[config.mk]
export PLATFORM = sky130hd
export DESIGN_NAME = fwd_hazard_ctrl_flat
export DESIGN_NICKNAME = d
export VERILOG_FILES = /design/src/rtl/mips_pipe_pkg.sv /design/src/rtl/fwd_hazard_ctrl_if.sv /design/src/rtl/fwd_src_sel.sv /design/src/rtl/fwd_hazard_ctrl.sv /design/src/flat_wrapper.sv
export SDC_FILE = /design/constraint.sdc
export NUM_CORES = 1
export LEC_CHECK = 0
export CAP_MARGIN = 5
export CORE_MARGIN = 2
export CORE_UTILIZATION = 30
export CTS_CLUSTER_DIAMETER = 60
export DETAILED_ROUTE_END_ITERATION = 8
export GPL_TIMING_DRIVEN = 0
export PLACE_DENSITY = 0.66
export SLEW_MARGIN = 20
export SYNTH_ARGS = -nofsm -noshare
export SYNTH_HDL_FRONTEND = slang
export SYNTH_SLANG_ARGS = --single-unit
[constraint.sdc]
create_clock -name clk -period 2.1 [get_ports clk]
set_clock_uncertainty 0.2 [all_clocks]
set_input_delay 0.42 -clock clk [delete_from_list [all_inputs] [get_ports clk]]
set_output_delay 0.42 -clock clk [all_outputs]
set_load 0.1 [all_outputs]
[src/rtl/mips_pipe_pkg.sv]
// rtl/mips_pipe_pkg.sv - shared pipeline types: forwarding select codes and stage slot struct
package mips_pipe_pkg;

    localparam int REG_ADDR_W = 5;

    localparam logic [1:0] FWD_REGFILE = 2'b00;
    localparam logic [1:0] FWD_WB      = 2'b01;
    localparam logic [1:0] FWD_MEM     = 2'b10;

    typedef struct packed {
        logic                  valid;
        logic [REG_ADDR_W-1:0] rd;
        logic                  reg_write;
        logic                  mem_read;
    } stage_slot_t;

    // True when slot s will produce register r; the zero register never produces anything.
    function automatic logic slot_match(input logic [REG_ADDR_W-1:0] r,
                                        input stage_slot_t            s,
                                        input logic [REG_ADDR_W-1:0] zero_idx);
        return s.valid & s.reg_write & (s.rd == r) & (r != zero_idx);
    endfunction

endpackage

[src/rtl/fwd_hazard_ctrl_if.sv]
// rtl/fwd_hazard_ctrl_if.sv - ID-stage operand info in, EX forwarding selects and stall/bubble out
interface fwd_hazard_ctrl_if;
    import mips_pipe_pkg::*;

    logic                  id_valid;
    logic [REG_ADDR_W-1:0] id_rs;
    logic [REG_ADDR_W-1:0] id_rt;
    logic                  id_uses_rs;
    logic                  id_uses_rt;
    logic [REG_ADDR_W-1:0] id_rd;
    logic                  id_reg_write;
    logic                  id_mem_read;
    logic [1:0]            ex_fwd_a;
    logic [1:0]            ex_fwd_b;
    logic                  stall;
    logic                  bubble;

    modport master (
        output id_valid, id_rs, id_rt, id_uses_rs, id_uses_rt, id_rd, id_reg_write, id_mem_read,
        input  ex_fwd_a, ex_fwd_b, stall, bubble
    );

    modport slave (
        input  id_valid, id_rs, id_rt, id_uses_rs, id_uses_rt, id_rd, id_reg_write, id_mem_read,
        output ex_fwd_a, ex_fwd_b, stall, bubble
    );

endinterface

[src/rtl/fwd_src_sel.sv]
// rtl/fwd_src_sel.sv - priority compare of one source register against EX and MEM producers
module fwd_src_sel
    import mips_pipe_pkg::*;
#(
    parameter logic [REG_ADDR_W-1:0] ZERO_IDX = '0
) (
    input  logic [REG_ADDR_W-1:0] src,
    input  logic                  uses,
    input  stage_slot_t           ex_slot,
    input  stage_slot_t           mem_slot,
    output logic [1:0]            sel
);

    // Load flags are irrelevant here; load-use is resolved by stalling in the top.
    logic unused_mem_read;
    assign unused_mem_read = ex_slot.mem_read ^ mem_slot.mem_read;

    always_comb begin
        sel = FWD_REGFILE;
        if (uses) begin
            if (slot_match(src, ex_slot, ZERO_IDX)) begin
                sel = FWD_MEM;
            end else if (slot_match(src, mem_slot, ZERO_IDX)) begin
                sel = FWD_WB;
            end
        end
    end

endmodule

[src/rtl/fwd_hazard_ctrl.sv]
// rtl/fwd_hazard_ctrl.sv - EX operand forwarding select registers and load-use stall control
// Optional FWD_PERF_CNT_EN adds stall and forwarding event counters.
module fwd_hazard_ctrl
    import mips_pipe_pkg::*;
#(
    parameter int ZERO_REG = 0
) (
    input  logic                clk,
    input  logic                rst_n,
    input  logic                hold,
    input  logic                flush,
    fwd_hazard_ctrl_if.slave    bus
`ifdef FWD_PERF_CNT_EN
    ,
    output logic [31:0]         perf_stall_cnt,
    output logic [31:0]         perf_fwd_cnt
`endif
);

    localparam logic [REG_ADDR_W-1:0] ZERO_IDX = REG_ADDR_W'(ZERO_REG);

    stage_slot_t ex_q, ex_d, mem_q, mem_d, wb_q, wb_d;
    logic [1:0]  fwd_a_q, fwd_a_d, fwd_b_q, fwd_b_d;
    logic [1:0]  sel_a, sel_b;
    logic        load_use, advance, kill, stall, bubble;

    // The WB slot is shadow state only: the register file is write-first, so nothing reads it.
    logic unused_wb;
    assign unused_wb = ^wb_q;

    fwd_src_sel #(.ZERO_IDX(ZERO_IDX)) u_sel_a (
        .src(bus.id_rs), .uses(bus.id_uses_rs), .ex_slot(ex_q), .mem_slot(mem_q), .sel(sel_a)
    );

    fwd_src_sel #(.ZERO_IDX(ZERO_IDX)) u_sel_b (
        .src(bus.id_rt), .uses(bus.id_uses_rt), .ex_slot(ex_q), .mem_slot(mem_q), .sel(sel_b)
    );

    always_comb begin
        load_use = bus.id_valid & ex_q.mem_read &
                   ((bus.id_uses_rs & slot_match(bus.id_rs, ex_q, ZERO_IDX)) |
                    (bus.id_uses_rt & slot_match(bus.id_rt, ex_q, ZERO_IDX)));
        advance  = ~hold;
        stall    = advance & load_use & ~flush;
        bubble   = advance & (load_use | flush);
        kill     = bubble | ~bus.id_valid;

        ex_d    = ex_q;
        mem_d   = mem_q;
        wb_d    = wb_q;
        fwd_a_d = fwd_a_q;
        fwd_b_d = fwd_b_q;
        if (advance) begin
            wb_d  = mem_q;
            mem_d = ex_q;
            ex_d  = '0;
            if (!kill) begin
                ex_d.valid     = 1'b1;
                ex_d.rd        = bus.id_rd;
                ex_d.reg_write = bus.id_reg_write;
                ex_d.mem_read  = bus.id_mem_read;
            end
            fwd_a_d = kill ? FWD_REGFILE : sel_a;
            fwd_b_d = kill ? FWD_REGFILE : sel_b;
        end
    end

    always_ff @(posedge clk or negedge rst_n) begin
        if (!rst_n) begin
            ex_q    <= '0;
            mem_q   <= '0;
            wb_q    <= '0;
            fwd_a_q <= FWD_REGFILE;
            fwd_b_q <= FWD_REGFILE;
        end else begin
            ex_q    <= ex_d;
            mem_q   <= mem_d;
            wb_q    <= wb_d;
            fwd_a_q <= fwd_a_d;
            fwd_b_q <= fwd_b_d;
        end
    end

    assign bus.ex_fwd_a = fwd_a_q;
    assign bus.ex_fwd_b = fwd_b_q;
    assign bus.stall    = stall;
    assign bus.bubble   = bubble;

`ifdef FWD_PERF_CNT_EN
    logic [31:0] stall_cnt_q, stall_cnt_d, fwd_cnt_q, fwd_cnt_d;

    always_comb begin
        stall_cnt_d = stall_cnt_q + {31'd0, stall};
        fwd_cnt_d   = fwd_cnt_q;
        if (advance && (fwd_a_d != FWD_REGFILE || fwd_b_d != FWD_REGFILE)) begin
            fwd_cnt_d = fwd_cnt_q + 32'd1;
        end
    end

    always_ff @(posedge clk or negedge rst_n) begin
        if (!rst_n) begin
            stall_cnt_q <= '0;
            fwd_cnt_q   <= '0;
        end else begin
            stall_cnt_q <= stall_cnt_d;
            fwd_cnt_q   <= fwd_cnt_d;
        end
    end

    assign perf_stall_cnt = stall_cnt_q;
    assign perf_fwd_cnt   = fwd_cnt_q;
`endif

endmodule

[src/flat_wrapper.sv]
// flat-port wrapper written by rule: the top's interface ports become plain ports
module fwd_hazard_ctrl_flat import mips_pipe_pkg::*;
#(
    parameter int ZERO_REG = 0
)
  (clk, rst_n, hold, flush, bus_id_valid, bus_id_rs, bus_id_rt, bus_id_uses_rs, bus_id_uses_rt, bus_id_rd, bus_id_reg_write, bus_id_mem_read, bus_ex_fwd_a, bus_ex_fwd_b, bus_stall, bus_bubble);
  fwd_hazard_ctrl_if bus_i ();
  input  logic clk;
  input  logic rst_n;
  input  logic hold;
  input  logic flush;
  input wire logic [$bits(bus_i.id_valid)-1:0] bus_id_valid;
  input wire logic [$bits(bus_i.id_rs)-1:0] bus_id_rs;
  input wire logic [$bits(bus_i.id_rt)-1:0] bus_id_rt;
  input wire logic [$bits(bus_i.id_uses_rs)-1:0] bus_id_uses_rs;
  input wire logic [$bits(bus_i.id_uses_rt)-1:0] bus_id_uses_rt;
  input wire logic [$bits(bus_i.id_rd)-1:0] bus_id_rd;
  input wire logic [$bits(bus_i.id_reg_write)-1:0] bus_id_reg_write;
  input wire logic [$bits(bus_i.id_mem_read)-1:0] bus_id_mem_read;
  output wire logic [$bits(bus_i.ex_fwd_a)-1:0] bus_ex_fwd_a;
  output wire logic [$bits(bus_i.ex_fwd_b)-1:0] bus_ex_fwd_b;
  output wire logic [$bits(bus_i.stall)-1:0] bus_stall;
  output wire logic [$bits(bus_i.bubble)-1:0] bus_bubble;
  assign bus_i.id_valid = bus_id_valid;
  assign bus_i.id_rs = bus_id_rs;
  assign bus_i.id_rt = bus_id_rt;
  assign bus_i.id_uses_rs = bus_id_uses_rs;
  assign bus_i.id_uses_rt = bus_id_uses_rt;
  assign bus_i.id_rd = bus_id_rd;
  assign bus_i.id_reg_write = bus_id_reg_write;
  assign bus_i.id_mem_read = bus_id_mem_read;
  assign bus_ex_fwd_a = bus_i.ex_fwd_a;
  assign bus_ex_fwd_b = bus_i.ex_fwd_b;
  assign bus_stall = bus_i.stall;
  assign bus_bubble = bus_i.bubble;
  fwd_hazard_ctrl #(.ZERO_REG(ZERO_REG)) u_core (.clk(clk), .rst_n(rst_n), .hold(hold), .flush(flush), .bus(bus_i));
endmodule
==> results.md <==
- Hold Path Stages: 2
- Hold Slack: 301 ps
- Critical path class: in -> out
- Core ar.: 3420 sq um
- Hold Path Sink: u_core.bus.ex_fwd_a[1]
- Ys async rst share: 100%
- Final setup margin: -370 ps
- Die Y: 64.2 um
- Syn Area/Cell: 9.80 sq um
- Worst skew pair latency: 290 ps
- Clock root cell: clkbuf_4
- Post-synth EDFFs: 0
- DRC Markers: 0
- Net Sw Frac: 27.6%
- Mapped Area: 1090 sq um
- GRT Util Overall: 14.8%
- Setup crit start kind: input pin
- H-tree lvl count: 1
- # nets final: 175
- # setup viols final: 2
- Vias per inst: 4.73
- # fillers: 344
- Unrepaired setup endpoints after global routing: true
- Reg2Reg Depth: 6
- Min-delay src: u_core.bus.ex_fwd_a[1]
- Ports: 30
- Max_slew headroom: 42.9%
- Seq cells post-synth: 19
- Synth area leader: dfrtp_1
- Initial antenna violation count: 0
- Crit-path max FO: 3
- Die area: 4120 sq um
- Register Area: 478 sq um
- CTS max path bufs: 2
- Post-DP HPWL: 2090 um
- TritonCTS Sinks: 19
- Worst r2r src: u_core.ex_q[6]
- CTS tree: yes
- FF-to-FF setup slack: 310 ps
- Multi-input logic area: 653 sq um
- CTS Hold Buffers Added: 0
- Tcrit/Tclk final: 118%
- Gpl congestion: 0.854
- Synth-to-Final Area Change: 46.0%
- Failing checks: negative setup slack
- Cells after Synth: 111
- NetSw: 0.211 mW
- Non-filler instance count after layout: 196
- Worst Max-Slew Pin Slew: 855 ps
- Leading cell types by count after synthesis: 24 x nand2_1, 19 x dfrtp_1, 14 x xor2_1
- Final hold vios: 0
- DRT iter0 DRCs: 32
- Final Util: 46.5%
- Combinational power share: 22.8%
- P_int: 0.553 mW
- Min Tclk post-route: 2470 ps
- Ys flop type: dfrtp_1
- Cell Rows: 21
- Die width: 64.2 um
- First-pass GRT wire length: 4710 um
- Peak supply drop: 315 uV
- Seq pwr share: 53.4%
- Pwr dens: 481 nW/um^2
- Post-synthesis sequential area ratio: 43.7%
- I/O Buffers: 29
- Tightest Hold Check Type: reg -> reg
- Total Routed Length: 2720 um
- Synth warn: 0
- Max-slew violation count: 0
- Initial Utilization: 31.8%
- Vias: 928
- Routed WL per cell: 13.9 um
- ANT cells: 0
- Vias in the first global route: 1016
- CTS clk-pin slew, worst paths: 100 ps
- Global route total overflow: 0
- Fraction of layout instances using a drive strength above 1: 34.0%
- Most common cell in the netlist: nand2_1
- DP Worst Slack: -1660 ps
- Peak Freq: 405 MHz
- Post-route ant nets: 0
- Clk network pwr share: 23.9%
- R2r endpoint: u_core.ex_q[2]
- Placed cells: 186
- Leakage power: 0.709 nW
- Netlist cell types: 22
- Synth top area cells: dfrtp_1 44%, xor2_1 11%, nand2_1 8.3%, mux2_2 7.2%, xnor2_1 4.8%
- Worst EP arrival: 1850 ps
- Largest net degree at the start of global routing: 20
- Outcome: finished with violations
- DR pass1 iterations: 4
- Critical path capture point type: output pin
- TritonCTS Buffers: 3
- Worst Path Required: 1480 ps
- Max cap viols: 0
- Syn_nets: 135
- Post-synth top area share: 43.7%
==> cells in the final DEF (no fill, tap or decap), drive strengths merged, types with 4 or more instances in the layout <==
cell	instances
mux2	7
o31ai	4
nor2	7
nand3	5
nand2	24
clkdlybuf4s15	4
dfrtp	19
clkdlybuf4s50	13
buf	18
xor2	14
o21ai	10
xnor2	6
clkbuf	6
==> logic make-up (layout without fill, tap and decap cells) <==
kind of cell / count (synthesis) / count (layout) / share of synthesized area, %
AOI/OAI and AO/OA: 17 / 17 / 11.4
DFF: 19 / 19 / 43.7
xor gates and xnor gates: 20 / 20 / 16.1
muxes: 7 / 7 / 7.25
and+or+nand+nor: 44 / 44 / 19.4
buffers and inverters: 4 / 43 / 2.07
==> critical path, stage by stage <==
cell	delay (ps)
buf_8	90
or4_4	520
o21ai_2	180
nand4b_4	190
a21oi_2	80
o21ba_4	210
buf_12	160
==> sequential cells by signal, indices dropped and copies added (netlist names) <==
name,cells
u_core.bus.ex_fwd_a,2
u_core.bus.ex_fwd_b,2
u_core.ex_q,8
u_core.mem_q,7
==> power groups by stage <==
stage	logic [mW]	registers [mW]	clock network, mW
after floorplan	0.0826	0.408	0
after global placement	0.151	0.414	0
after detailed placement	0.157	0.415	0
after CTS	0.171	0.407	0.191
after global routing	0.190	0.411	0.203
final	0.174	0.408	0.182
==> repair_timing <==
action                                  in CTS  in global routing
hold endpoints to repair                     0                  0
pin swaps                                    8                  5
gates resized for setup                     84                  3
endpoints found under the setup margin      16                  2
setup buffers                                6                  2
==> area by class of cell <==
| cell class | count | area share [%] |
|---|---|---|
| buffer | 2 | 0.473 |
| clock buffer | 4 | 1.65 |
| multi-input combinational | 88 | 41.1 |
| sequential | 19 | 30.1 |
| tap | 46 | 3.62 |
| timing repair buffer | 37 | 23.0 |
==> layer usage <==
layer	wire length [um]	vias to the layer above	track usage [%]
li1	-	457	-
met1	1250	441	19.2
met2	1310	28	24.9
met3	157	2	4.05
met4	10	0	2.39
met5	0	-	0
==> how the worst max path moves through the flow <==
stage | from | to
2_1_floorplan | bus_id_rt[0] | bus_stall
3_3_place_gp | bus_id_rt[0] | bus_stall
3_5_place_dp | bus_id_rt[1] | bus_stall
4_1_cts | bus_id_rt[3] | bus_bubble
5_1_grt | u_core.ex_q[6] | bus_stall
6_report | bus_id_rs[0] | bus_bubble
==> metrics by stage <==
| stage | TNS, ps | cell area, sq um | power [mW] |
|---|---|---|---|
| after floorplan | -339 | 1110 | 0.491 |
| after global placement | -7010 | 1460 | 0.565 |
| after detailed placement | -7360 | 1460 | 0.572 |
| after CTS | -722 | 1570 | 0.769 |
| after global routing | -811 | 1590 | 0.804 |
| final | -686 | 1590 | 0.763 |
No activity file was read; power rests on OpenSTA's default activity.
